--- src/rtl/seg_mux_decoder.sv ---
// Receive side of a 4-digit multiplexed 7-segment bus.
// Filters the scanned strobes and rebuilds whole MM:SS frames.
module seg_mux_decoder #(
  parameter int STABLE_CYC  = 4,
  parameter int TIMEOUT_CYC = 65536,
  parameter int TO_W        = 17
) (
  input  logic       CLK,
  input  logic       RST,
  input  logic [3:0] DIG_N,
  input  logic [6:0] SEG,
  output logic [3:0] MT,
  output logic [3:0] MU,
  output logic [3:0] ST,
  output logic [3:0] SU,
  output logic       FRAME_VALID,
  output logic       SEG_ERR,
  output logic       LOST
);

  localparam int CNT_W = (STABLE_CYC > 1) ? $clog2(STABLE_CYC) : 1;

  typedef enum logic {COLLECT, COMPLETE} state_t;

  logic [3:0]       dig_s1_q, dig_s1_d, dig_s2_q, dig_s2_d;
  logic [6:0]       seg_s1_q, seg_s1_d, seg_s2_q, seg_s2_d;
  logic [CNT_W-1:0] cnt_q, cnt_d;
  logic             armed_q, armed_d;
  state_t           state_q, state_d;
  logic [3:0]       mask_q, mask_d;
  logic             bad_q, bad_d;
  logic [3:0][3:0]  shadow_q, shadow_d;
  logic [3:0][3:0]  out_q, out_d;
  logic [TO_W-1:0]  timer_q, timer_d;
  logic             fv_q, fv_d;
  logic             err_q, err_d;
  logic             lost_q, lost_d;

  logic       changed, slot_ok, at_top, accept, dig_ok;
  logic [1:0] slot;
  logic [3:0] dec;

  // Change is seen on the edge that loads s2, so a new value
  // starts counting the moment it appears in the second stage.
  always_comb begin
    dig_s1_d = DIG_N;
    seg_s1_d = SEG;
    dig_s2_d = dig_s1_q;
    seg_s2_d = seg_s1_q;
    changed  = (dig_s1_q != dig_s2_q) || (seg_s1_q != seg_s2_q);
    slot_ok  = $onehot(~dig_s2_q);
    at_top   = (cnt_q == CNT_W'(STABLE_CYC - 1));
    accept   = slot_ok && at_top && armed_q && (state_q == COLLECT);
  end

  always_comb begin
    if (changed)     cnt_d = '0;
    else if (at_top) cnt_d = cnt_q;
    else             cnt_d = cnt_q + 1'b1;
    armed_d = armed_q;
    if (accept) armed_d = 1'b0;
    if (changed || !slot_ok) armed_d = 1'b1;
  end

  always_comb begin
    slot = '0;
    for (int i = 0; i < 4; i++) begin
      if (!dig_s2_q[i]) slot = 2'(i);
    end
  end

  always_comb begin
    dig_ok = 1'b1;
    dec    = '0;
    unique case (seg_s2_q)
      7'h7E:   dec = 4'd0;
      7'h30:   dec = 4'd1;
      7'h6D:   dec = 4'd2;
      7'h79:   dec = 4'd3;
      7'h33:   dec = 4'd4;
      7'h5B:   dec = 4'd5;
      7'h5F:   dec = 4'd6;
      7'h70:   dec = 4'd7;
      7'h7F:   dec = 4'd8;
      7'h7B:   dec = 4'd9;
      default: dig_ok = 1'b0;
    endcase
  end

  always_comb begin
    state_d  = state_q;
    mask_d   = mask_q;
    bad_d    = bad_q;
    shadow_d = shadow_q;
    out_d    = out_q;
    timer_d  = timer_q;
    lost_d   = lost_q;
    fv_d     = 1'b0;
    err_d    = 1'b0;
    if (accept) begin
      timer_d      = '0;
      mask_d[slot] = 1'b1;
      if (dig_ok) begin
        shadow_d[slot] = dec;
      end else begin
        bad_d = 1'b1;
        err_d = 1'b1;
      end
      if (mask_d == 4'hF) state_d = COMPLETE;
    end else if (timer_q == TO_W'(TIMEOUT_CYC - 1)) begin
      timer_d = '0;
      mask_d  = '0;
      bad_d   = 1'b0;
      lost_d  = 1'b1;
    end else begin
      timer_d = timer_q + 1'b1;
    end
    unique case (state_q)
      COLLECT: ;
      COMPLETE: begin
        state_d = COLLECT;
        mask_d  = '0;
        bad_d   = 1'b0;
        if (!bad_q) begin
          out_d  = shadow_q;
          fv_d   = 1'b1;
          lost_d = 1'b0;
        end
      end
    endcase
  end

  always_ff @(posedge CLK) begin
    if (RST) begin
      dig_s1_q <= 4'hF;
      dig_s2_q <= 4'hF;
      seg_s1_q <= '0;
      seg_s2_q <= '0;
      cnt_q    <= '0;
      armed_q  <= 1'b1;
      state_q  <= COLLECT;
      mask_q   <= '0;
      bad_q    <= 1'b0;
      shadow_q <= '0;
      out_q    <= '0;
      timer_q  <= '0;
      fv_q     <= 1'b0;
      err_q    <= 1'b0;
      lost_q   <= 1'b0;
    end else begin
      dig_s1_q <= dig_s1_d;
      dig_s2_q <= dig_s2_d;
      seg_s1_q <= seg_s1_d;
      seg_s2_q <= seg_s2_d;
      cnt_q    <= cnt_d;
      armed_q  <= armed_d;
      state_q  <= state_d;
      mask_q   <= mask_d;
      bad_q    <= bad_d;
      shadow_q <= shadow_d;
      out_q    <= out_d;
      timer_q  <= timer_d;
      fv_q     <= fv_d;
      err_q    <= err_d;
      lost_q   <= lost_d;
    end
  end

  assign MT          = out_q[3];
  assign MU          = out_q[2];
  assign ST          = out_q[1];
  assign SU          = out_q[0];
  assign FRAME_VALID = fv_q;
  assign SEG_ERR     = err_q;
  assign LOST        = lost_q;

endmodule

--- config.mk ---
export PLATFORM = sky130hd
export DESIGN_NAME = seg_mux_decoder
export DESIGN_NICKNAME = d
export VERILOG_FILES = /design/src/rtl/seg_mux_decoder.sv
export SDC_FILE = /design/constraint.sdc
export NUM_CORES = 1
export LEC_CHECK = 0
export CAP_MARGIN = 40
export CORE_UTILIZATION = 63
export CTS_BUF_LIST = sky130_fd_sc_hd__clkbuf_8
export DETAILED_ROUTE_END_ITERATION = 16
export GPL_TIMING_DRIVEN = 0
export MAX_ROUTING_LAYER = met4
export PLACE_DENSITY = 0.91
export RECOVER_POWER = 25
export SETUP_SLACK_MARGIN = 0.3
export SYNTH_ARGS = -nofsm -noshare
export SYNTH_HDL_FRONTEND = slang
export SYNTH_SLANG_ARGS = --single-unit
export TNS_END_PERCENT = 10
--- constraint.sdc ---
create_clock -name CLK -period 5.81 [get_ports CLK]
set_input_delay 1.162 -clock CLK [delete_from_list [all_inputs] [get_ports CLK]]
set_output_delay 1.162 -clock CLK [all_outputs]
set_load 0.02 [all_outputs]
# Yosys cells after proc, flatten, opt, wreduce, memory -nomap -nowiden
# Index checks and enable logic that the tools add are counted.
# word_totals
reg_bits	83
output_inout_bits	19
inputBits	13
word_cells	91
# op_classes
order_cmp	2
n_eq_ne	17
n_bitwise	5
reduce_logical	19
add_sub_neg	5
n_mux	22
# ops
op	count
$eq 7x7->1 const B	8
$pmux 4 s9	1
$add 17x1->17 const B	1
$eq 17x16->1 const B	1
$bwmux 16	1
$eq 7x6->1 const B	2
$mux 1	13
$mux 4	3
$reduce_or 10->1	1
$reduce_or 2->1	5
$demux 4 s2	1
$ne 7x7->1	1
$reduce_and 2->1	3
$reduce_or 3->1	2
$add 1x1->2	2
$eq 4x4->1 const B	1
$logic_and 1x1->1	4
$mux 2	2
$ne 4x4->1	1
$not 4->4	1
$or 4x4->4	1
$add 2x2->3	1
$eq 3x1->1 const B	1
$lt 2x3->1 const B	1
other kinds (9)	12

# Longest topological paths before layout
# Gate-level depths: netlist of the first run.
# depth
word_depth	10
ltp_mapped	10

# Worst setup path after synthesis of the first run
# Ideal clock, no wire load.
# synth_timing
kind	register to register
startpoint	register dig_s2_q[1]
endpoint	register shadow_q[14] in the netlist's numbering
path_buffers	1
synth_period_minus_slack_ns	2.607
path_slack_ns	3.203
required_ns	5.672
arrival_ns	2.469
stages_incl_launch_ff	11
setup_time_ns	0.138
cell_sequence	dfxtp_1 -> fa_1 -> inv_1 -> ha_1 -> ha_1 -> or3b_1 -> or2_1 -> buf_2 -> nor2_2 -> o21ai_4 -> mux2i_1
# synth_between
elab_chain_len	8
word_cells_on_any_way	17
# synth_rtl
item	line	rtl
from (decl)	25	logic [3:0] dig_s1_q, dig_s1_d, dig_s2_q, dig_s2_d;
from (signal assigned)	152	dig_s2_q <= dig_s2_d;
$mux 1 / $not 4->4 (equally long branches)	68, 51	
$mux 2 / $add 1x1->2 (equally long branches)	68, 51	
$mux 2 / $add 2x2->3 (equally long branches)	68, 51	
$lt 2x3->1 (implied by the code), or another cell as far along	104	shadow_d[slot] = dec;
$logic_and 1x1->1 (on tied branches)	104, 53	
$mux 4 (implied by the code) / $logic_and 1x1->1 (equally long branches)	104, 53	
$demux 4 s2 / $logic_and 1x1->1 (equally long branches)	104, 53	
$bwmux 16 / $reduce_and 2->1 (equally long branches)	--	
to (signal assigned)	160	shadow_q <= shadow_d;
to (decl)	32	logic [3:0][3:0] shadow_q, shadow_d;
# Several ways; a longest one is shown, not always the timed one.
# A chain may end at the register's enable or synchronous reset.

==> flow_metrics.env, run 1 <==
export IMPL_setup_viol=0
export IMPL_cts_clk_slew_worst_paths_ns=0.08
export IMPL_crit_required_ns=6.11
export IMPL_pwr_share_comb_pct=4.6
export IMPL_syn_area_per_cell_um2=9.964
export IMPL_timing_fmax_mhz=339.4
export IMPL_endpoint_kind="flip-flop"
export IMPL_cap_violations=0
export IMPL_dieArea_um2=5512
export IMPL_dpl_hpwl_mm=4.262
export IMPL_ys_flop_type="dfxtp_1"
export IMPL_postRouteAntennaNets=0
export IMPL_fin_cells=442
export IMPL_port_buffers=31
export IMPL_cts_sinks=83
export IMPL_synthDistinctLibCells=45
export IMPL_grt_overflow=0
export IMPL_cts_tree="built"
export IMPL_swShare_pct=21.01
export IMPL_slew_headroom_pct=56.57
export IMPL_drive_above_1_share_pct=11.47
export IMPL_rsz0062_at_grt="false"
export IMPL_p_switching_uw=220.6
export IMPL_n_antenna_cell=0
export IMPL_whs_endpoint="dig_s2_q[0]"
export IMPL_clkLatencyLatePin_ns=0.36
export IMPL_path_class="in -> reg"
export IMPL_yosys_register_bits=83
export IMPL_maxSlewViolCount=0
export IMPL_cts_resized=0
export IMPL_gr_usage_all_layers_pct=26.07
export IMPL_hold_viol_final=0
export IMPL_fin_tns_setup_ns=0
export IMPL_startpoint="RST"
export IMPL_r2r_cells=10
export IMPL_layout_common_cells="dfxtp_1 (83), clkdlybuf4s50_1 (30), nand2_1 (26), nor2_1 (23), xor2_1 (22)"
export IMPL_synth_edf_count=0
export IMPL_r2r_end="timer_q[10]"
export IMPL_initial_utilization_pct=67.38
export IMPL_worstHoldStart="dig_s1_q[0]"
export IMPL_p_clk_share_pct=39.6
export IMPL_r2r_start="dig_s2_q[1]"
export IMPL_cts_buffers=9
export IMPL_die_x_um=74.25
export IMPL_internal_power_uw=829.2
export IMPL_syn_to_final_growth_pct=18.07
export IMPL_grt_pass1_wl_mm=10.37
export IMPL_clockBufferDepth=2
export IMPL_num_fill_cells=342
export IMPL_worstSetupStartpointType="input port"
export IMPL_synthesis_area_um2=3288
export IMPL_drtIter0Drc=159
export IMPL_gp_congestion=0.8647
export IMPL_design_area_um2=3882
export IMPL_vias=2469
export IMPL_p_per_area_nw_per_um2=270.4
export IMPL_antenna_found_initial=0
export IMPL_dpl_cell_area_um2=3682
export IMPL_fin_crit_sh_pct=50.71
export IMPL_p_leak_nw=1.468
export IMPL_wl_mm=6.216
export IMPL_p_seq_share_pct=55.7
export IMPL_drc=0
export IMPL_grt_start_max_net_pins=13
export IMPL_critPathMaxFanout=10
export IMPL_seq_area_frac_synth_pct=50.53
export IMPL_syn_num_nets=349
export IMPL_worstHoldPathType="reg -> reg"
export IMPL_post_cts_buffers=0
export IMPL_post_route_min_period_ns=2.946
export IMPL_fp_row_count=25
export IMPL_cts_max_level=3
export IMPL_layout_commonest_cell="dfxtp_1"
export IMPL_dp_cells=428
export IMPL_root_buffer="clkbuf_8"
export IMPL_tightest_slew_ns=0.6515
export IMPL_async_reset_ff_share_pct=0
export IMPL_avgRoutedWirePerCell_um=14.06
export IMPL_skew_ns=0.005601
export IMPL_fin_nets=391
export IMPL_viasPerCell=5.586
export IMPL_cp_data_arrival_time_ns=3.24
export IMPL_grt_pass1_vias=2281
export IMPL_reg2reg_slack_ns=2.91
export IMPL_ys_warn_count=0
export IMPL_synthesis_instances=330
export IMPL_cts_hold_buf=0
export IMPL_core_area_um2=4880
export IMPL_io_pins=32
export IMPL_die_h_um=74.25
export IMPL_outcome="finished, final reports clean"
export IMPL_holdPathStages=1
export IMPL_firstDrtPassIters=4
export IMPL_ir_drop_uv=213.2
## power groups by stage
stage | clock network (mW) | registers (mW) | logic, mW
floorplan | 0 | 0.597 | 0.0321
global placement | 0 | 0.598 | 0.0458
detailed placement | 0 | 0.598 | 0.0480
CTS | 0.424 | 0.585 | 0.0486
global route | 0.444 | 0.586 | 0.0546
finish | 0.416 | 0.585 | 0.0485
## flip-flops by register name, summed over array words and instances, names as in the netlist
register	cells
timer_q	17
shadow_q	16
seg_s1_q	7
seg_s2_q	7
MT	4
MU	4
ST	4
SU	4
dig_s1_q	4
dig_s2_q	4
mask_q	4
cnt_q	2
FRAME_VALID	1
LOST	1
SEG_ERR	1
armed_q	1
bad_q	1
state_q	1
## cells by family after synthesis
family / after synthesis / synth area share [%]
flip-flops: 83 / 50.53
XOR/XNOR: 25 / 6.659
multiplexers: 13 / 3.957
adder cells (fa/ha/maj): 6 / 2.511
AO/OA/AOI/OAI: 48 / 10.58
AND/OR/NAND/NOR: 128 / 21.80
buffers and inverters: 27 / 3.957
## critical path: stages
cell and delay (ns):
dlygate4sd3_1 0.57, clkbuf_1 0.25, a21oi_1 0.58, clkbuf_1 0.46, a22o_1 0.22
## per-stage QoR
step / hold WS [ns] / util, % / setup WS [ns] / power [mW]
after floorplan: 0.4344 / - / 3.203 / 0.6287
after global placement: 0.4398 / 75.46 / 2.718 / 0.6437
after detailed placement: 0.4483 / 75.46 / 2.660 / 0.6462
after CTS: 0.4594 / 79.56 / 2.922 / 1.058
after global routing: 0.4784 / 79.56 / 2.732 / 1.085
final: 0.4623 / 79.56 / 2.864 / 1.050
## synthesized netlist by cell type (all sizes together), types with 2 or more instances
cell / count / area (um2)
o22ai: 2 / 12.51
a21oi: 16 / 95.09
mux2i: 13 / 130.1
and3: 3 / 18.77
or3: 7 / 43.79
nand3: 9 / 45.04
xnor2: 3 / 26.28
nand4b: 2 / 17.52
nand4: 4 / 25.02
nor4: 5 / 31.28
inv: 8 / 30.03
nand3b: 2 / 15.01
nor3: 10 / 60.06
or2: 10 / 62.56
nor2b: 15 / 93.84
a22o: 16 / 140.1
buf: 10 / 66.30
ha: 5 / 62.56
nor4b: 3 / 32.53
xor2: 22 / 192.7
clkbuf: 9 / 33.78
nand2: 26 / 97.59
nor2: 25 / 98.84
or3b: 2 / 17.52
o21ai: 8 / 51.30
and4: 2 / 17.52
o31ai: 2 / 15.01
dfxtp: 83 / 1662
## routing by layer
layer  GRT usage, %  wire (um)  vias up
met2          40.61       3071       70
met1          30.59       2710     1167
met5              -          0        -
li1               -          -     1218
met3          9.214        283       14
met4          10.90        149        0
## layout make-up
cell class                 count  area [um2]  share of cell area [%]
sequential                    83        1662                   42.80
multi-input combinational    220        1496                   38.54
timing repair buffer          31       310.3                   7.992
clock buffer                  12       165.2                   4.254
buffer                        19       100.1                   2.578
tap                           67       83.83                   2.159
clock inverter                 2       35.03                  0.9024
inverter                       8       30.03                  0.7734
## how the worst max path moves through the flow
stage	end	slack [ns]	depth (start not counted)
2_1_floorplan	shadow_q[14]	3.20	10
3_3_place_gp	SU[3]	2.72	5
3_5_place_dp	ST[3]	2.66	5
4_1_cts	timer_q[10]	2.92	10
5_1_grt	SU[3]	2.73	5
6_report	SU[0]	2.86	5
No activity file was read; power rests on OpenSTA's default activity.
==> inputs of run 2 (changes only) <==
- CORE_UTILIZATION: 63 -> 53
- PLACE_DENSITY: 0.91 -> 0.82
- clock period: 5.81 -> 2.4 ns (I/O delays scaled with it)
==> flow_metrics.env, run 2 (same netlist as run 1, synthesis figures left out) <==
export IMPL_outcome="finished with violations"
export IMPL_violations="setup timing"
export IMPL_design_area_um2=4141
export IMPL_n_antenna_cell=0
export IMPL_gp_congestion=0.8490
export IMPL_cp_data_arrival_time_ns=2.82
export IMPL_post_route_min_period_ns=2.556
export IMPL_clockBufferDepth=2
export IMPL_cp_cell_sequence="fa_1 -> inv_2 -> ha_4 -> ha_4 -> or3b_4 -> or2_4 -> buf_12 -> buf_4 -> a2111oi_4"
export IMPL_hold_viol_final=0
export IMPL_cts_max_level=3
export IMPL_drc=0
export IMPL_worstSetupStartpointType="flip-flop"
export IMPL_ir_drop_uv=397.2
export IMPL_path_common_cell="ha_4"
export IMPL_hold_ws_ns=0.4558
export IMPL_p_per_area_nw_per_um2=634.1
export IMPL_setup_viol=39
export IMPL_crit_required_ns=2.67
export IMPL_drtIter0Drc=218
export IMPL_layout_common_cells="dfxtp_1 (80), clkdlybuf4s50_1 (29), nand2_1 (25), xor2_1 (22), nor2_1 (22)"
export IMPL_grt_overflow=0
export IMPL_dpl_hpwl_mm=4.284
export IMPL_reg2reg_slack_ns=-0.16
export IMPL_slew_headroom_pct=58.05
export IMPL_regMostFlops="timer_q"
export IMPL_rsz0062_at_grt="true"
export IMPL_worstHoldPathType="reg -> reg"
export IMPL_dp_cells=436
export IMPL_endpoint_kind="flip-flop"
export IMPL_firstDrtPassIters=4
export IMPL_die_x_um=80.77
export IMPL_grt_start_max_net_pins=14
export IMPL_initial_utilization_pct=55.21
export IMPL_cts_tree="built"
export IMPL_wl_mm=6.615
export IMPL_fin_cells=461
export IMPL_worst_slack_ns=-0.1561
export IMPL_place_ws_ns=-0.2862
export IMPL_dpl_cell_area_um2=3726
export IMPL_grt_pass1_vias=2313
export IMPL_timing_fmax_mhz=391.2
export IMPL_cts_buffers=9
export IMPL_drive_above_1_share_pct=17.62
export IMPL_largestRegisters="timer_q (17), shadow_q (16)"
export IMPL_core_area_um2=5956
export IMPL_clkLatencyLatePin_ns=0.36
export IMPL_vias=2504
export IMPL_critPathMaxFanout=9
export IMPL_cts_clk_slew_worst_paths_ns=0.08
export IMPL_viasPerCell=5.432
export IMPL_root_buffer="clkbuf_8"
export IMPL_maxSlewViolCount=0
export IMPL_port_buffers=31
export IMPL_fp_row_count=28
export IMPL_die_h_um=80.77
export IMPL_cap_violations=0
export IMPL_tightest_slew_ns=0.6292
export IMPL_grt_pass1_wl_mm=10.37
export IMPL_final_util_pct=69.54
export IMPL_largest_reg_flops=17
export IMPL_gr_usage_all_layers_pct=21.71
export IMPL_skew_ns=0.01191
export IMPL_fin_nets=401
export IMPL_cts_sinks=83
export IMPL_num_fill_cells=447
export IMPL_path_class="reg -> reg"
export IMPL_avgRoutedWirePerCell_um=14.35
export IMPL_postRouteAntennaNets=0
export IMPL_syn_to_final_growth_pct=25.95
export IMPL_p_leak_nw=1.552
export IMPL_antenna_found_initial=0
export IMPL_cts_hold_buf=0
export IMPL_io_pins=32
export IMPL_fin_tns_setup_ns=-3.641
export IMPL_layout_commonest_cell="dfxtp_1"
export IMPL_fin_crit_sh_pct=106.5
export IMPL_cpPeakStageDelay_ns=0.54
export IMPL_p_total_mw=2.626
export IMPL_dieArea_um2=6523
export IMPL_critPathSlowestCell="fa_1"
==> run 2: timing repair <==
action	CTS	global route
setup endpoints to repair	50	51
gates resized for setup	11	15
pin swaps	3	2
setup buffers	1	8
cloned	0	1
==> run 2: final cells by class <==
class	count	area, um2	share of cell area (%)
Sequential cell	83	1668	40.27
Inverter	8	30.03	0.7251
Multi-Input combinational cell	220	1609	38.85
Tap cell	75	93.84	2.266
Clock buffer	9	123.9	2.991
Clock inverter	6	82.58	1.994
Timing Repair Buffer	41	402.9	9.728
Buffer	19	131.4	3.172
==> run 2: final timing paths <==
check	start	to	cells after the start
max	dig_s2_q[3]	state_q	9
min	dig_s1_q[1]	dig_s2_q[1]	1
max reg2reg	dig_s2_q[3]	state_q	9
min reg2reg	dig_s1_q[1]	dig_s2_q[1]	1
==> run 2: routing by layer <==
metal | part of all wire [%] | global-route usage, % | vias up
li1 | - | - | 1240
met1 | 44 | 25.67 | 1191
met2 | 49 | 33.81 | 60
met3 | 4.4 | 5.506 | 13
met4 | 2.2 | 11.96 | 0
met5 | 0 | - | -
==> run 2: power breakdown <==
part / internal (mW) / switching, mW / leakage (nW) / total [mW]
sequential: 1.40 / 0.0184 / 0.673 / 1.42
clock: 0.574 / 0.482 / 0.110 / 1.06
combinational: 0.0792 / 0.0743 / 0.768 / 0.154
total: 2.05 / 0.575 / 1.55 / 2.63
==> run 2: critical path, delay by kind of cell, from the launching register on <==
family | cells | cell delay (ns)
AO/OA/AOI/OAI | 1 | 0.25
adder cells (fa/ha/maj) | 3 | 0.89
buffers and inverters | 3 | 0.34
flip-flops | 1 | 0.33
AND/OR/NAND/NOR | 2 | 0.65
==> inputs of run 3 (changes only) <==
- clock period: 2.4 -> 2.15 ns (I/O delays scaled with it)
==> flow_metrics.env, run 3 (same netlist as run 1, synthesis figures left out) <==
export IMPL_outcome="finished with violations"
export IMPL_violations="setup timing"
export IMPL_layout_commonest_cell="dfxtp_1"
export IMPL_post_route_min_period_ns=2.560
export IMPL_dpl_hpwl_mm=4.284
export IMPL_endpoint_kind="flip-flop"
export IMPL_cts_tree="built"
export IMPL_num_fill_cells=448
export IMPL_initial_utilization_pct=55.21
export IMPL_antenna_found_initial=0
export IMPL_core_area_um2=5956
export IMPL_hold_viol_final=0
export IMPL_tightest_slew_ns=0.6375
export IMPL_setup_viol=42
export IMPL_regMostFlops="timer_q"
export IMPL_syn_to_final_growth_pct=25.99
export IMPL_cp_data_arrival_time_ns=2.79
export IMPL_cap_violations=0
export IMPL_skew_ns=0.01126
export IMPL_clkLatencyLatePin_ns=0.37
export IMPL_critPathMaxFanout=9
export IMPL_worstSetupStartpointType="flip-flop"
export IMPL_crit_required_ns=2.38
export IMPL_avgRoutedWirePerCell_um=14.33
export IMPL_viasPerCell=5.443
export IMPL_p_leak_nw=1.551
export IMPL_clockBufferDepth=2
export IMPL_hold_ws_ns=0.4556
export IMPL_cts_clk_slew_worst_paths_ns=0.08
export IMPL_drive_above_1_share_pct=17.88
export IMPL_internal_power_mw=2.290
export IMPL_worst_slack_ns=-0.4100
export IMPL_grt_overflow=0
export IMPL_multi_input_area_um2=1609
export IMPL_cts_sinks=83
export IMPL_layout_common_cells="dfxtp_1 (80), clkdlybuf4s50_1 (30), nand2_1 (25), xor2_1 (22), nor2_1 (22)"
export IMPL_die_x_um=80.77
export IMPL_cts_max_level=3
export IMPL_ir_drop_uv=444.2
export IMPL_vias=2509
export IMPL_pwr_share_comb_pct=5.8
export IMPL_p_clk_share_pct=40.3
export IMPL_dp_cells=436
export IMPL_p_seq_share_pct=53.9
export IMPL_drc=0
export IMPL_worstHoldPathType="reg -> reg"
export IMPL_largestRegisters="timer_q (17), shadow_q (16)"
export IMPL_grt_start_max_net_pins=14
export IMPL_path_class="reg -> reg"
export IMPL_drtIter0Drc=177
export IMPL_io_pins=32
export IMPL_n_antenna_cell=0
export IMPL_grt_pass1_wl_mm=10.37
export IMPL_wl_mm=6.607
export IMPL_maxSlewViolCount=0
export IMPL_largest_reg_flops=17
export IMPL_die_h_um=80.77
export IMPL_slew_headroom_pct=57.50
export IMPL_swShare_pct=21.98
export IMPL_fin_crit_sh_pct=119.1
export IMPL_rsz0062_at_grt="true"
export IMPL_firstDrtPassIters=4
export IMPL_gr_usage_all_layers_pct=21.71
export IMPL_p_switching_uw=645.2
export IMPL_regArea_um2=1668
export IMPL_fin_nets=401
export IMPL_p_per_area_nw_per_um2=708.4
export IMPL_cts_hold_buf=0
export IMPL_port_buffers=31
export IMPL_timing_fmax_mhz=390.6
export IMPL_root_buffer="clkbuf_8"
export IMPL_postRouteAntennaNets=0
export IMPL_fp_row_count=28
export IMPL_gp_congestion=0.8490
export IMPL_cts_buffers=9
export IMPL_fin_cells=461
export IMPL_dieArea_um2=6523
export IMPL_reg2reg_slack_ns=-0.41
export IMPL_grt_pass1_vias=2315
run 3: changes by cell type in the layout (fill, tap and decap cells not counted):
cell,change
clkbuf_2,+1
clkdlybuf4s50_1,+1
buf_1,-1
dlygate4sd3_1,-1
run 3: repair_timing:
item | in CTS | in global routing
setup buffers | 1 | 8
pin swaps | 3 | 2
gates resized for setup | 11 | 19
setup endpoints to repair | 51 | 51
gates cloned | 0 | 1
run 3: per-stage QoR:
| stage | TNS, ns | util, % | area (um2) | setup slack (ns) | total power [mW] |
|---|---|---|---|---|---|
| final | -13.76 | 69.56 | 4143 | -0.4100 | 2.935 |
| after global routing | -17.80 | 69.56 | 4143 | -0.5166 | 3.032 |
| after CTS | -13.48 | 67.06 | 3994 | -0.4036 | 2.923 |
| after detailed placement | -19.57 | 62.56 | 3726 | -0.5362 | 1.751 |
| after global placement | -17.54 | 62.56 | 3726 | -0.5156 | 1.744 |
| after floorplan | -8.246 | - | 3322 | -0.2872 | 1.703 |
run 3: path summary, 6_finish.rpt:
path | depth (start not counted) | to | from
worst max-delay path | 10 | shadow_q[14] | dig_s2_q[3]
worst min-delay path | 1 | dig_s2_q[1] | dig_s1_q[1]
worst max register to register | 10 | shadow_q[14] | dig_s2_q[3]
worst min register to register | 1 | dig_s2_q[1] | dig_s1_q[1]
run 3: power groups by stage:
| stage | logic (mW) | clock network (mW) | registers [mW] |
|---|---|---|---|
| 2_1_floorplan | 0.0909 | 0 | 1.61 |
| 4_1_cts | 0.143 | 1.20 | 1.58 |
| 3_3_place_gp | 0.129 | 0 | 1.62 |
| 3_5_place_dp | 0.135 | 0 | 1.62 |
| 5_1_grt | 0.188 | 1.26 | 1.58 |
| 6_report | 0.172 | 1.18 | 1.58 |
run 3: final cells by class:
type / instances / area share [%]
multi-input cells: 220 / 38.84
inverters: 8 / 0.7249
repair buffers: 41 / 9.725
clock inverters: 6 / 1.993
clock buffers: 9 / 2.990
flip-flops and latches: 83 / 40.26
plain buffers: 19 / 3.201
well taps: 75 / 2.265
run 3: routing by layer:
layer / GRT usage [%] / up-vias / wire length (um)
met5: - / - / 0
met4: 11.96 / 0 / 199
met3: 5.506 / 15 / 244
met2: 33.81 / 59 / 3227
met1: 25.67 / 1193 / 2936
li1: - / 1242 / -
run 3: worst max-delay path, stage by stage, from the launching register on:
cell     delay, ns
dfxtp_2       0.33
fa_1          0.54
inv_2         0.05
ha_4          0.15
ha_4          0.20
or3b_4        0.39
or2_4         0.26
buf_12        0.15
nor2_4        0.12
o21ai_4       0.10
mux2i_1       0.12
